## src/rtl/multi_cycle_control_unit_if.sv

```systemverilog
// Control bundle between the multi-cycle control FSM and the RV32I datapath.
// master = control unit (drives strobes), slave = datapath side (drives IR/status).
interface multi_cycle_control_unit_if;
  logic [6:0]  opcode;
  logic        alu_bcond;
  logic        halt_cond;
  logic        mem_ready;

  logic        pc_write;
  logic [1:0]  pc_source;
  logic        i_or_d;
  logic        mem_read;
  logic        mem_write;
  logic        ir_write;
  logic        alu_src_a;
  logic [1:0]  alu_src_b;
  logic [1:0]  alu_op;
  logic        reg_write;
  logic [1:0]  wb_sel;
  logic        is_halted;
  logic [31:0] retire_count;

  modport master (
    input  opcode, alu_bcond, halt_cond, mem_ready,
    output pc_write, pc_source, i_or_d, mem_read, mem_write, ir_write,
           alu_src_a, alu_src_b, alu_op, reg_write, wb_sel, is_halted,
           retire_count
  );

  modport slave (
    output opcode, alu_bcond, halt_cond, mem_ready,
    input  pc_write, pc_source, i_or_d, mem_read, mem_write, ir_write,
           alu_src_a, alu_src_b, alu_op, reg_write, wb_sel, is_halted,
           retire_count
  );
endinterface

```

## src/rtl/multi_cycle_control_unit.sv

```systemverilog
// Multi-cycle RV32I control FSM (IF/ID/EX/BR/MEM/WB/HALT) with retired-instruction counter.
// Optional macro MEM_HANDSHAKE_EN: IF and MEM stall until mem_ready; otherwise mem_ready is ignored.
module multi_cycle_control_unit (
  input  logic                        clk,
  input  logic                        reset,
  multi_cycle_control_unit_if.master  bus
);

  typedef enum logic [2:0] {
    st_if   = 3'd0,
    st_id   = 3'd1,
    st_ex   = 3'd2,
    st_br   = 3'd3,
    st_mem  = 3'd4,
    st_wb   = 3'd5,
    st_halt = 3'd6
  } state_t;

  typedef struct packed {
    logic       pc_write;
    logic [1:0] pc_source;
    logic       i_or_d;
    logic       mem_read;
    logic       mem_write;
    logic       ir_write;
    logic       alu_src_a;
    logic [1:0] alu_src_b;
    logic [1:0] alu_op;
    logic       reg_write;
    logic [1:0] wb_sel;
    logic       is_halted;
  } ctrl_t;

  localparam logic [1:0] pcsrc_pc4   = 2'd0;
  localparam logic [1:0] pcsrc_alu   = 2'd1;
  localparam logic [1:0] srcb_b      = 2'd0;
  localparam logic [1:0] srcb_imm    = 2'd2;
  localparam logic [1:0] aluop_add   = 2'b00;
  localparam logic [1:0] aluop_br    = 2'b01;
  localparam logic [1:0] aluop_funct = 2'b10;
  localparam logic [1:0] wbsel_alu   = 2'd0;
  localparam logic [1:0] wbsel_mdr   = 2'd1;
  localparam logic [1:0] wbsel_pc4   = 2'd2;

  // Opcode table; index order fixes the meaning of op_match bits below.
  localparam int num_ops = 8;
  localparam logic [6:0] op_codes [num_ops] = '{
    7'b0110011,  // 0 R
    7'b0010011,  // 1 I-arith
    7'b0000011,  // 2 LOAD
    7'b0100011,  // 3 STORE
    7'b1100011,  // 4 BRANCH
    7'b1101111,  // 5 JAL
    7'b1100111,  // 6 JALR
    7'b1110011   // 7 ECALL
  };

  logic [num_ops-1:0] op_match;
  logic is_r, is_i, is_load, is_store, is_branch, is_jal, is_jalr, is_ecall;
  logic op_known;
  logic mem_done;

  state_t state_reg, state_next;
  ctrl_t  ctrl_next;
  ctrl_t  ctrl_out;
  logic   halt_enter;
  logic [31:0] retire_count_reg;

  genvar gi;
  generate
    for (gi = 0; gi < num_ops; gi++) begin : g_op_match
      assign op_match[gi] = (bus.opcode == op_codes[gi]);
    end
  endgenerate

  assign is_r      = op_match[0];
  assign is_i      = op_match[1];
  assign is_load   = op_match[2];
  assign is_store  = op_match[3];
  assign is_branch = op_match[4];
  assign is_jal    = op_match[5];
  assign is_jalr   = op_match[6];
  assign is_ecall  = op_match[7];
  assign op_known  = |op_match;

`ifdef MEM_HANDSHAKE_EN
  assign mem_done = bus.mem_ready;
`else
  logic unused_mem_ready;
  assign unused_mem_ready = bus.mem_ready;
  assign mem_done = 1'b1;
`endif

  always_ff @(posedge clk) begin
    if (reset) begin
      state_reg <= st_if;
    end else begin
      state_reg <= state_next;
    end
  end

  // Every PC update retires one instruction; a halting ECALL retires on entry to HALT.
  always_ff @(posedge clk) begin
    if (reset) begin
      retire_count_reg <= 32'd0;
    end else if (ctrl_next.pc_write || halt_enter) begin
      retire_count_reg <= retire_count_reg + 32'd1;
    end
  end

  always_comb begin
    state_next = state_reg;
    ctrl_next  = '0;
    halt_enter = 1'b0;

    case (state_reg)
      st_if: begin
        ctrl_next.mem_read = 1'b1;
        ctrl_next.i_or_d   = 1'b0;
        if (mem_done) begin
          ctrl_next.ir_write = 1'b1;
          state_next         = st_id;
        end
      end

      st_id: begin
        if (is_ecall && bus.halt_cond) begin
          halt_enter = 1'b1;
          state_next = st_halt;
        end else if (is_ecall || !op_known) begin
          ctrl_next.pc_write  = 1'b1;
          ctrl_next.pc_source = pcsrc_pc4;
          state_next          = st_if;
        end else begin
          state_next = st_ex;
        end
      end

      st_ex: begin
        if (is_r || is_i) begin
          ctrl_next.alu_src_a = 1'b1;
          ctrl_next.alu_src_b = is_i ? srcb_imm : srcb_b;
          ctrl_next.alu_op    = aluop_funct;
          state_next          = st_wb;
        end else if (is_load || is_store) begin
          ctrl_next.alu_src_a = 1'b1;
          ctrl_next.alu_src_b = srcb_imm;
          ctrl_next.alu_op    = aluop_add;
          state_next          = st_mem;
        end else if (is_branch) begin
          ctrl_next.alu_src_a = 1'b1;
          ctrl_next.alu_src_b = srcb_b;
          ctrl_next.alu_op    = aluop_br;
          if (!bus.alu_bcond) begin
            ctrl_next.pc_write  = 1'b1;
            ctrl_next.pc_source = pcsrc_pc4;
            state_next          = st_if;
          end else begin
            state_next = st_br;
          end
        end else if (is_jal || is_jalr) begin
          // Target computed this cycle; link address written back as PC+4.
          ctrl_next.alu_src_a = is_jalr;
          ctrl_next.alu_src_b = srcb_imm;
          ctrl_next.alu_op    = aluop_add;
          ctrl_next.reg_write = 1'b1;
          ctrl_next.wb_sel    = wbsel_pc4;
          ctrl_next.pc_write  = 1'b1;
          ctrl_next.pc_source = pcsrc_alu;
          state_next          = st_if;
        end else begin
          state_next = st_if;
        end
      end

      st_br: begin
        ctrl_next.alu_src_a = 1'b0;
        ctrl_next.alu_src_b = srcb_imm;
        ctrl_next.alu_op    = aluop_add;
        ctrl_next.pc_write  = 1'b1;
        ctrl_next.pc_source = pcsrc_alu;
        state_next          = st_if;
      end

      st_mem: begin
        ctrl_next.i_or_d = 1'b1;
        if (is_load) begin
          ctrl_next.mem_read = 1'b1;
          if (mem_done) begin
            state_next = st_wb;
          end
        end else if (is_store) begin
          ctrl_next.mem_write = 1'b1;
          if (mem_done) begin
            ctrl_next.pc_write  = 1'b1;
            ctrl_next.pc_source = pcsrc_pc4;
            state_next          = st_if;
          end
        end else begin
          state_next = st_if;
        end
      end

      st_wb: begin
        ctrl_next.reg_write = 1'b1;
        ctrl_next.wb_sel    = is_load ? wbsel_mdr : wbsel_alu;
        ctrl_next.pc_write  = 1'b1;
        ctrl_next.pc_source = pcsrc_pc4;
        state_next          = st_if;
      end

      st_halt: begin
        ctrl_next.is_halted = 1'b1;
      end

      default: begin
        state_next = st_if;
      end
    endcase
  end

  // Outputs forced low while reset is high so no write can leak out mid-reset.
  assign ctrl_out = reset ? '0 : ctrl_next;

  assign bus.pc_write     = ctrl_out.pc_write;
  assign bus.pc_source    = ctrl_out.pc_source;
  assign bus.i_or_d       = ctrl_out.i_or_d;
  assign bus.mem_read     = ctrl_out.mem_read;
  assign bus.mem_write    = ctrl_out.mem_write;
  assign bus.ir_write     = ctrl_out.ir_write;
  assign bus.alu_src_a    = ctrl_out.alu_src_a;
  assign bus.alu_src_b    = ctrl_out.alu_src_b;
  assign bus.alu_op       = ctrl_out.alu_op;
  assign bus.reg_write    = ctrl_out.reg_write;
  assign bus.wb_sel       = ctrl_out.wb_sel;
  assign bus.is_halted    = ctrl_out.is_halted;
  assign bus.retire_count = retire_count_reg;

endmodule

```

## src/flat_wrapper.sv

```systemverilog
// flat-port wrapper written by rule: the top's interface ports become plain ports
module multi_cycle_control_unit_flat 
  (clk, reset, bus_opcode, bus_alu_bcond, bus_halt_cond, bus_mem_ready, bus_pc_write, bus_pc_source, bus_i_or_d, bus_mem_read, bus_mem_write, bus_ir_write, bus_alu_src_a, bus_alu_src_b, bus_alu_op, bus_reg_write, bus_wb_sel, bus_is_halted, bus_retire_count);
  multi_cycle_control_unit_if bus_i ();
  input  logic clk;
  input  logic reset;
  input wire logic [$bits(bus_i.opcode)-1:0] bus_opcode;
  input wire logic [$bits(bus_i.alu_bcond)-1:0] bus_alu_bcond;
  input wire logic [$bits(bus_i.halt_cond)-1:0] bus_halt_cond;
  input wire logic [$bits(bus_i.mem_ready)-1:0] bus_mem_ready;
  output wire logic [$bits(bus_i.pc_write)-1:0] bus_pc_write;
  output wire logic [$bits(bus_i.pc_source)-1:0] bus_pc_source;
  output wire logic [$bits(bus_i.i_or_d)-1:0] bus_i_or_d;
  output wire logic [$bits(bus_i.mem_read)-1:0] bus_mem_read;
  output wire logic [$bits(bus_i.mem_write)-1:0] bus_mem_write;
  output wire logic [$bits(bus_i.ir_write)-1:0] bus_ir_write;
  output wire logic [$bits(bus_i.alu_src_a)-1:0] bus_alu_src_a;
  output wire logic [$bits(bus_i.alu_src_b)-1:0] bus_alu_src_b;
  output wire logic [$bits(bus_i.alu_op)-1:0] bus_alu_op;
  output wire logic [$bits(bus_i.reg_write)-1:0] bus_reg_write;
  output wire logic [$bits(bus_i.wb_sel)-1:0] bus_wb_sel;
  output wire logic [$bits(bus_i.is_halted)-1:0] bus_is_halted;
  output wire logic [$bits(bus_i.retire_count)-1:0] bus_retire_count;
  assign bus_i.opcode = bus_opcode;
  assign bus_i.alu_bcond = bus_alu_bcond;
  assign bus_i.halt_cond = bus_halt_cond;
  assign bus_i.mem_ready = bus_mem_ready;
  assign bus_pc_write = bus_i.pc_write;
  assign bus_pc_source = bus_i.pc_source;
  assign bus_i_or_d = bus_i.i_or_d;
  assign bus_mem_read = bus_i.mem_read;
  assign bus_mem_write = bus_i.mem_write;
  assign bus_ir_write = bus_i.ir_write;
  assign bus_alu_src_a = bus_i.alu_src_a;
  assign bus_alu_src_b = bus_i.alu_src_b;
  assign bus_alu_op = bus_i.alu_op;
  assign bus_reg_write = bus_i.reg_write;
  assign bus_wb_sel = bus_i.wb_sel;
  assign bus_is_halted = bus_i.is_halted;
  assign bus_retire_count = bus_i.retire_count;
  multi_cycle_control_unit u_core (.clk(clk), .reset(reset), .bus(bus_i));
endmodule
```

## config.mk

```make
export PLATFORM = sky130hd
export DESIGN_NAME = multi_cycle_control_unit_flat
export DESIGN_NICKNAME = d
export VERILOG_FILES = /design/src/rtl/multi_cycle_control_unit_if.sv /design/src/rtl/multi_cycle_control_unit.sv /design/src/flat_wrapper.sv
export SDC_FILE = /design/constraint.sdc
export NUM_CORES = 1
export LEC_CHECK = 0
export CORE_AREA = 5 5 72 74
export CTS_BUF_LIST = sky130_fd_sc_hd__clkbuf_8
export CTS_CLUSTER_DIAMETER = 120
export DETAILED_ROUTE_END_ITERATION = 12
export DIE_AREA = 0 0 77 79
export GPL_ROUTABILITY_DRIVEN = 0
export PLACE_DENSITY = 0.8
export RECOVER_POWER = 50
export SETUP_SLACK_MARGIN = 0.2
export SLEW_MARGIN = 20
export SYNTH_ARGS = -nofsm -noshare
export SYNTH_HDL_FRONTEND = slang
export SYNTH_SLANG_ARGS = --single-unit
```

## constraint.sdc

```tcl
create_clock -name clk -period 3.2 [get_ports clk]
set_input_delay 0.64 -clock clk [delete_from_list [all_inputs] [get_ports clk]]
set_output_delay 0.64 -clock clk [all_outputs]
set_load 0.01 [all_outputs]
```

Word-level counts from Yosys, hierarchy flattened
Index checks and enable logic that the tools add are counted.

storage, ports and cells
  bits in registers = 35
  input port bits = 12
  output and inout port bits = 48
  logic and storage cells = 65

cells by class
  add/sub/neg operators = 1
  equal/unequal tests = 14
  muxes and demuxes = 39
  reductions and logical operators = 9

operator list
  kind                                                 number
  2-to-1 mux 3 bit                                     16
  adder 32 x 1 -> 32 bit, second input constant        1
  one-hot mux 3 bit (5 select lines)                   2
  equality test 7 bit, second input constant           4
  2-to-1 mux 16 bit                                    1
  2-to-1 mux 5 bit                                     3
  equality test 7 x 6 -> 1 bit, second input constant  2
  one-hot mux 5 bit (2 select lines)                   1
  equality test 3 bit, second input constant           3
  2-to-1 mux 1 bit                                     9
  2-to-1 mux 2 bit                                     4
  2-to-1 mux 8 bit                                     1
  OR reduction 8 bit                                   1
  equality test 7 x 2 -> 1 bit, second input constant  1
  equality test 7 x 5 -> 1 bit, second input constant  1
  equality test 3 x 2 -> 1 bit, second input constant  2
  one-hot mux 3 bit (2 select lines)                   1
  logical OR 1 bit                                     5
  one-hot mux 2 bit (2 select lines)                   1
  equality test 3 x 1 -> 1 bit, second input constant  1
  logical NOT 3 bit                                    1
  logical AND 1 bit                                    1
  logical NOT 1 bit                                    1

Longest topological paths before layout
Gate-level depths: netlist of the first run.

  depth after elaboration = 8
  mapped depth = 11
  mapped depth without buffers = 8

Least setup slack after synthesis of the first run
OpenSTA, ideal clock, no wires.

  path type = input -> output
  start = input port bus_opcode[2]
  end = output port bus_mem_read
  arrival time = 2.056 ns
  required time = 2.560 ns
  setup slack = 0.504 ns
  stages on the path = 4
  path buffers = 0
  cells stage by stage = and4bb_2 > nand2b_1 > or3_1 > a2111oi_0

between the ends
  longest elaborated chain between the ends = 4

ends and longest elaborated chain
  item                                RTL line                         source
  start: declaration                  flat_wrapper.sv:7                input wire logic [$bits(bus_i.opcode)-1:0] bus_opcode;
  equality test 7 x 2 -> 1 bit        multi_cycle_control_unit.sv:72   assign op_match[gi] = (bus.opcode == op_codes[gi]);
  2-to-1 mux 1 bit                    multi_cycle_control_unit.sv:187  if (is_load) begin
  one-hot mux 2 bit (2 select lines)  multi_cycle_control_unit.sv:116  case (state_reg)
  2-to-1 mux 16 bit                   multi_cycle_control_unit.sv:223  assign ctrl_out = reset ? '0 : ctrl_next;
  end: declaration                    flat_wrapper.sv:14               output wire logic [$bits(bus_i.mem_read)-1:0] bus_mem_read;

Every way passes these cells.

Worst setup path after layout of the first run
  start = input port bus_opcode[4]
  end = output port bus_pc_write

between the ends
  longest elaborated chain between the ends = 8
  elaborated cells between the ends (all ways) = 25
  classes of those cells = 8 x eq/ne; 10 x mux; 7 x reduce/logical

ends and longest elaborated chain
  item                                                           RTL line                                                          source
  equality test 7 bit, or another cell as far along              multi_cycle_control_unit.sv:72
  OR reduction 8 bit / logical OR 1 bit (equally long branches)  multi_cycle_control_unit.sv:84, multi_cycle_control_unit.sv:161
  logical NOT 1 bit / 2-to-1 mux 3 bit (equally long branches)   multi_cycle_control_unit.sv:130, multi_cycle_control_unit.sv:161
  logical OR 1 bit / 2-to-1 mux 3 bit (equally long branches)    multi_cycle_control_unit.sv:130, multi_cycle_control_unit.sv:150
  2-to-1 mux 3 bit, on equally long branches                     multi_cycle_control_unit.sv:130, multi_cycle_control_unit.sv:145
  2-to-1 mux 3 bit, on equally long branches                     multi_cycle_control_unit.sv:127, multi_cycle_control_unit.sv:140
  one-hot mux 3 bit (5 select lines) (*)                         multi_cycle_control_unit.sv:116
  2-to-1 mux 16 bit (*)                                          multi_cycle_control_unit.sv:223
  end: declaration                                               flat_wrapper.sv:11                                                output wire logic [$bits(bus_i.pc_write)-1:0] bus_pc_write;

Mark *: on every way between the ends. The rest lies on a longest branch, timed or not.

==> metrics.md, run 1 <==
| Metric | Value |
|---|---|
| Int Power | 0.000639 W |
| Vias | 2,255 |
| Max Fanout on Critical Path | 7 |
| Synth Instances | 266 |
| TritonCTS clock tree | yes |
| Maximum clock insertion buffer count | 2 |
| DRC Markers | 0 |
| Worst VDD drop | 248 µV |
| Arrival @ worst endpoint | 2.40 ns |
| Row count | 25 |
| Switching power total | 0.000226 W |
| Leakage power | 1.24 nW |
| Tot Pwr | 0.000865 W |
| CTS H-tree depth | 2 |
| CTS buffer count | 5 |
| Largest net degree at the start of global routing | 33 |
| Post-synth ARST share | 0% |
| Routed WL | 5860 µm |
| Post-DRT Antenna Nets | 0 |
| Grt ovf | 0 |
| IO Port Bufs | 56 |
| Nets | 357 |
| Post-synth EDFFs | 0 |
| Fill count | 393 |
| Final worst path period share | 95.0% |
| Clk pwr share | 36.5% |
| Placement-stage worst setup slack | -0.238 ns |
| Antenna cells | 0 |
| Worst Hold Class | register to register |
| Seq/Total Area, Yosys | 33.2% |
| Worst-Margin Slew | 0.509 ns |
| Clk root buf | clkbuf_8 |
| Drt pass-1 iters | 4 |
| Syn avg cell area | 7.93 µm² |
| Synthesis-stage register bit count | 35 |
| Die span in x | 77 µm |
| Top FF cell, synth | dfxtp_1 |
| WHS Path Cells | 2 |
| Die Area | 6080 µm² |
| Reg2reg path depth | 7 |
| Hpwl dp | 4170 µm |
| RSZ-0062 raised after global routing | yes |
| Max reg flops | 32 |
| Pwr/cell area | 288 nW/µm² |
| Setup WS post-layout | 0.161 ns |
| Seq pwr share | 51.6% |
| Wirelength per Cell | 14.8 µm |
| Syn-to-layout area delta | 42.3% |
| Final Hold Viols | 0 |
| Finish-stage setup viols | 0 |
| Critical Path RT | 2.56 ns |
| # Max-Cap Violations | 0 |
| Initial Utilization | 46.5% |
| HP Start | u_core.bus.retire_count[24] |
| Register area | 701 µm² |
| Clock latency on the worst-skew pair | 0.29 ns |
| DR vias/cell | 5.68 |
| Sw Ratio | 26.1% |
| GRT Util Overall | 19.2% |
| Core Box Area | 4540 µm² |
| Power share of the combinational group | 11.9% |
| DRT iter0 DRCs | 167 |
| Clock-pin slew on the worst setup and hold paths | 0.07 ns |
| Reg2reg start | u_core.state_reg[0] |
| Fin crit period | 3.04 ns |
| Vias in the first global route | 2,112 |
| CP Capture Type | output pin |
| Final Skew | 0.00577 ns |
| Fmax | 0.329 GHz |
| IO Count | 60 |
| CP startpoint | bus_opcode[4] |
| First-pass GRT wire length | 9690 µm |
| Critical setup path kind | input port to output pin |
| Layout cells sized above 1 | 17.5% |
| Initial antenna violation count | 0 |
| Cell Area, Synth | 2110 µm² |
| Multi-input gate area | 1340 µm² |
| Crit start category | input port |
| # clock sinks | 35 |
| Final instance area | 3000 µm² |
| Max_slew headroom | 66.0% |
| Fin Hold WS | 0.494 ns |
| Post-DP Area | 2870 µm² |
| Die H | 79 µm |
| Synth unique cells | 44 |
| Status | finished clean |
| Yosys warns | 0 |
| Post-Route Setup TNS | 0 ns |
| Final Max Slew Viols | 0 |
## power groups by stage
stage               logic [W]  clock network [W]  registers, W
floorplan           0.0000500                  0      0.000454
global placement    0.0000976                  0      0.000456
detailed placement  0.0000985                  0      0.000456
CTS                  0.000100           0.000326      0.000446
global route         0.000111           0.000350      0.000447
finish               0.000103           0.000316      0.000447
## critical path, stage by stage
cell	delay [ns]
dlygate4sd3_1	0.55
buf_4	0.15
buf_4	0.15
nand3b_1	0.15
a21oi_1	0.28
o32ai_4	0.14
nor2_1	0.12
nor2_1	0.07
buf_2	0.14
## cells in the mapped netlist (all sizes together) (2+ instances only)
master | n | area [µm²]
and4 | 5 | 46.3
ha | 3 | 37.5
nand4 | 6 | 52.6
nand3b | 2 | 15.0
a21oi | 30 | 150
xor2 | 9 | 78.8
nor2 | 16 | 62.6
clkbuf | 8 | 30.0
dfxtp | 35 | 701
nor4 | 2 | 12.5
and2 | 4 | 25.0
nor3 | 5 | 25.0
inv | 8 | 30.0
or3 | 21 | 131
nor2b | 3 | 18.8
nor3b | 2 | 15.0
nand2b | 4 | 25.0
or4 | 4 | 30.0
nand2 | 18 | 67.6
nand3 | 10 | 50.1
o211ai | 8 | 65.1
and3 | 9 | 56.3
o2111ai | 4 | 35.0
buf | 12 | 75.1
o31ai | 4 | 30.0
o21ai | 21 | 105
## cells by family after synthesis
| group | synth area share [%] |
|---|---|
| AOI/OAI and AO/OA | 21.7 |
| xor gates and xnor gates | 4.15 |
| adders and majority gates | 1.78 |
| buffers and inverters | 6.41 |
| DFF | 33.2 |
| muxes | 0.475 |
| other | 0.178 |
| and+or+nand+nor | 32.1 |
## cells in the final DEF (no fill, tap or decap), types with 10 or more instances in the layout
cell type,instances
nand2_1,18
buf_4,30
or3_1,19
nor2_1,14
dfxtp_1,35
dlygate4sd3_1,33
a21oi_1,29
clkdlybuf4s50_1,10
nand3_1,10
o21ai_0,20
## layout make-up
cell class / instances / area share, %
Clock buffer: 5 / 2.29
Timing Repair Buffer: 88 / 25.9
Tap cell: 54 / 2.25
Multi-Input combinational cell: 204 / 44.7
Clock inverter: 3 / 0.542
Inverter: 8 / 1.00
Sequential cell: 35 / 23.4
## per-stage QoR
stage / std cells / utilization [%]
2_1_floorplan: 267 / -
3_3_place_gp: 388 / 63.2
3_5_place_dp: 388 / 63.2
4_1_cts: 396 / 65.2
5_1_grt: 397 / 66.2
6_report: 397 / 66.2
## timing repair
action,in CTS,in global routing
buffers inserted,0,1
hold buffers,0,0
endpoints found under the setup margin,11,7
gates resized for setup,18,24
pin swaps,1,4
## metal layers
metal,track usage (%),part of all wire [%]
met1,24.7,46
met5,0,0
met2,30.4,47
met4,8.93,1.6
met3,4.54,6.1
## worst paths after layout
| path | end | slack (ns) |
|---|---|---|
| max | bus_pc_write | 0.16 |
| min | u_core.bus.retire_count[24] | 0.49 |
| max reg2reg | u_core.bus.retire_count[9] | 0.77 |
| min reg2reg | u_core.bus.retire_count[24] | 0.49 |
Note: power is estimated with default switching activity, not from simulation.
==> inputs of run 2 (changes only) <==
Settings changed: PLACE_DENSITY 0.8 to 0.87, TNS_END_PERCENT set to 20.
==> run 2 against run 1 <==
Compared with the run above:
- sequential share of layout area rose by 0.84 points
- combinational power fell by 9%
- setup slack improved by 0.027 ns
- fmax rose by 0.91%
- die area did not move
- clock power barely moved
- critical endpoint is now bus_mem_read
==> metrics.md, run 2 (synthesized netlist as in run 1, its figures left out) <==
| Metric | Value |
|---|---|
| Leakage power | 1.19 nW (was 1.24 nW) |
| Fin crit period | 3.01 ns (was 3.04 ns) |
| Tot Pwr | 0.000856 W (was 0.000865 W) |
| CP startpoint | bus_opcode[2] (was bus_opcode[4]) |
| IO Port Bufs | 56 (unchanged) |
| Die span in x | 77 µm (unchanged) |
| Worst VDD drop | 228 µV (was 248 µV) |
| # clock sinks | 35 (unchanged) |
| Largest net degree at the start of global routing | 36 (was 33) |
| Finish-stage setup viols | 0 (unchanged) |
| Final Max Slew Viols | 0 (unchanged) |
| Status | finished clean (unchanged) |
| Placement-stage worst setup slack | -0.338 ns (was -0.238 ns) |
| TritonCTS clock tree | yes (unchanged) |
| Setup WS post-layout | 0.189 ns (was 0.161 ns) |
| Initial Utilization | 46.5% (unchanged) |
| Hpwl dp | 4230 µm (was 4170 µm) |
| Pwr/cell area | 295 nW/µm² (was 288 nW/µm²) |
| Die Area | 6080 µm² (unchanged) |
| Final Hold Viols | 0 (unchanged) |
| Worst path bufs/invs | 2 (was 4) |
| Syn-to-layout area delta | 37.4% (was 42.3%) |
| Max reg flops | 32 (unchanged) |
| Layout cells sized above 1 | 13.1% (was 17.5%) |
| Reg2reg start | u_core.state_reg[0] (unchanged) |
| Worst-path cell chain | clkdlybuf4s50_1 > and4bb_2 > nand2b_1 > or3_4 > a2111oi_2 > buf_2 (was dlygate4sd3_1 > buf_4 > buf_4 > nand3b_1 > a21oi_1 > o32ai_4 > nor2_1 > nor2_1 > buf_2) |
| Most common cell after layout, fill and taps aside | dfxtp_1 (unchanged) |
| Routed WL | 5760 µm (was 5860 µm) |
| GRT Util Overall | 19.3% (was 19.2%) |
| CP Capture Type | output pin (unchanged) |
| Max Fanout on Critical Path | 3 (was 7) |
| Most frequent cells in the layout | dfxtp_1, dlygate4sd3_1, a21oi_1, buf_4, o21ai_0 (was dfxtp_1, dlygate4sd3_1, buf_4, a21oi_1, o21ai_0) |
| Core Box Area | 4540 µm² (unchanged) |
| Critical setup path kind | input port to output pin (unchanged) |
| Critical-path top delay cell | clkdlybuf4s50_1 (was dlygate4sd3_1) |
| Maximum clock insertion buffer count | 2 (unchanged) |
| Final Skew | 0.0111 ns (was 0.00577 ns) |
| DR vias/cell | 5.73 (was 5.68) |
| Post-CTS setup buffer count | 0 (unchanged) |
| Vias | 2,233 (was 2,255) |
| HP Start | u_core.bus.retire_count[10] (was u_core.bus.retire_count[24]) |
| Die H | 79 µm (unchanged) |
| Clk root buf | clkbuf_8 (unchanged) |
| Post-DRT Antenna Nets | 0 (unchanged) |
| # Max-Cap Violations | 0 (unchanged) |
| IO Count | 60 (unchanged) |
| Final Instance Count excl. Fillers | 390 (was 397) |
| Critical Path RT | 2.56 ns (about the same) |
| Worst Hold Class | register to register (unchanged) |
| Fmax | 0.332 GHz (was 0.329 GHz) |
| Nets | 350 (was 357) |
| Drt pass-1 iters | 4 (unchanged) |
| Arrival @ worst endpoint | 2.37 ns (was 2.40 ns) |
| DRT iter0 DRCs | 100 (was 167) |
| CTS H-tree depth | 2 (unchanged) |
| CP peak stage delay | 0.43 ns (was 0.55 ns) |
| Row count | 25 (unchanged) |
| Vias in the first global route | 2,080 (was 2,112) |
| First-pass GRT wire length | 9680 µm (was 9690 µm) |
| Post-layout util | 63.9% (was 66.2%) |
| Clock-pin slew on the worst setup and hold paths | 0.07 ns (about the same) |
| Wirelength per Cell | 14.8 µm (about the same) |
| Final worst path period share | 94.1% (was 95.0%) |
| Clock latency on the worst-skew pair | 0.30 ns (was 0.29 ns) |
| CTS buffer count | 5 (unchanged) |
| DRC Markers | 0 (unchanged) |
| Crit start category | input port (unchanged) |
| Grt ovf | 0 (unchanged) |
| Antenna cells | 0 (unchanged) |
| Inst Count DP | 382 (was 388) |
| Initial antenna violation count | 0 (unchanged) |
| RSZ-0062 raised after global routing | yes (unchanged) |
| Fin Hold WS | 0.489 ns (was 0.494 ns) |
| CP delay by family, top | simple AND/OR/NAND/NOR gates (was buffers and inverters) |
-- run 2: cell count changes in the layout (fill, tap and decap cells not counted), sizes merged --
| cell | previous run | this run |
|---|---|---|
| dlymetal6s2s | 2 | 1 |
| buf | 34 | 26 |
| dlygate4sd3 | 33 | 32 |
| clkbuf | 8 | 7 |
| clkdlybuf4s50 | 10 | 14 |
-- run 2: worst reg2reg max path, delay by kind of cell, from the launching register on --
family	cells	cell delay (ns)
AOI/OAI and AO/OA	2	0.45
buffers and inverters	3	0.54
DFF	1	0.60
and+or+nand+nor	3	0.81
-- run 2: what timing repair did --
| action | CTS | global route |
|---|---|---|
| gates resized for setup | 21 | 5 |
| hold buffers | 0 | 0 |
| endpoints found under the setup margin | 10 | 8 |
| endpoints found under the hold margin | 0 | 0 |
| pin swaps | 1 | 1 |
-- run 2: layout make-up --
cell class | instances | area (µm²)
multi-input cells | 204 | 1290
clock buffers | 5 | 68.8
clock inverters | 3 | 16.3
inverters | 8 | 30.0
repair buffers | 81 | 721
well taps | 54 | 67.6
fillers | 401 | 1640
flip-flops and latches | 35 | 701
-- run 2: path summary, 6_finish.rpt --
path         slack (ns)                          end  cells after the start
max                0.19                 bus_mem_read                      6
min                0.49  u_core.bus.retire_count[10]                      2
max reg2reg        0.74   u_core.bus.retire_count[5]                      8
min reg2reg        0.49  u_core.bus.retire_count[10]                      2
-- run 2: per-layer routing --
metal | track usage (%) | routed length (µm) | vias up
li1 | - | - | 1117
met1 | 24.4 | 2520 | 1045
met5 | 0 | 0 | -
met3 | 6.01 | 389 | 11
met2 | 31.3 | 2760 | 60
met4 | 6.19 | 89 | 0
-- run 2: metrics by stage --
stage	TNS (ns)	cell area, µm²
after global placement	-0.647	2820
after detailed placement	-0.785	2820
after floorplan	0	2110
final	0	2900
after global routing	0	2900
after CTS	0	2910
-- run 2: power breakdown --
group / switching [W] / total (W) / internal (W)
Combinational: 0.0000483 / 0.0000938 / 0.0000455
Clock: 0.000167 / 0.000316 / 0.000149
Sequential: 0.00000704 / 0.000446 / 0.000439
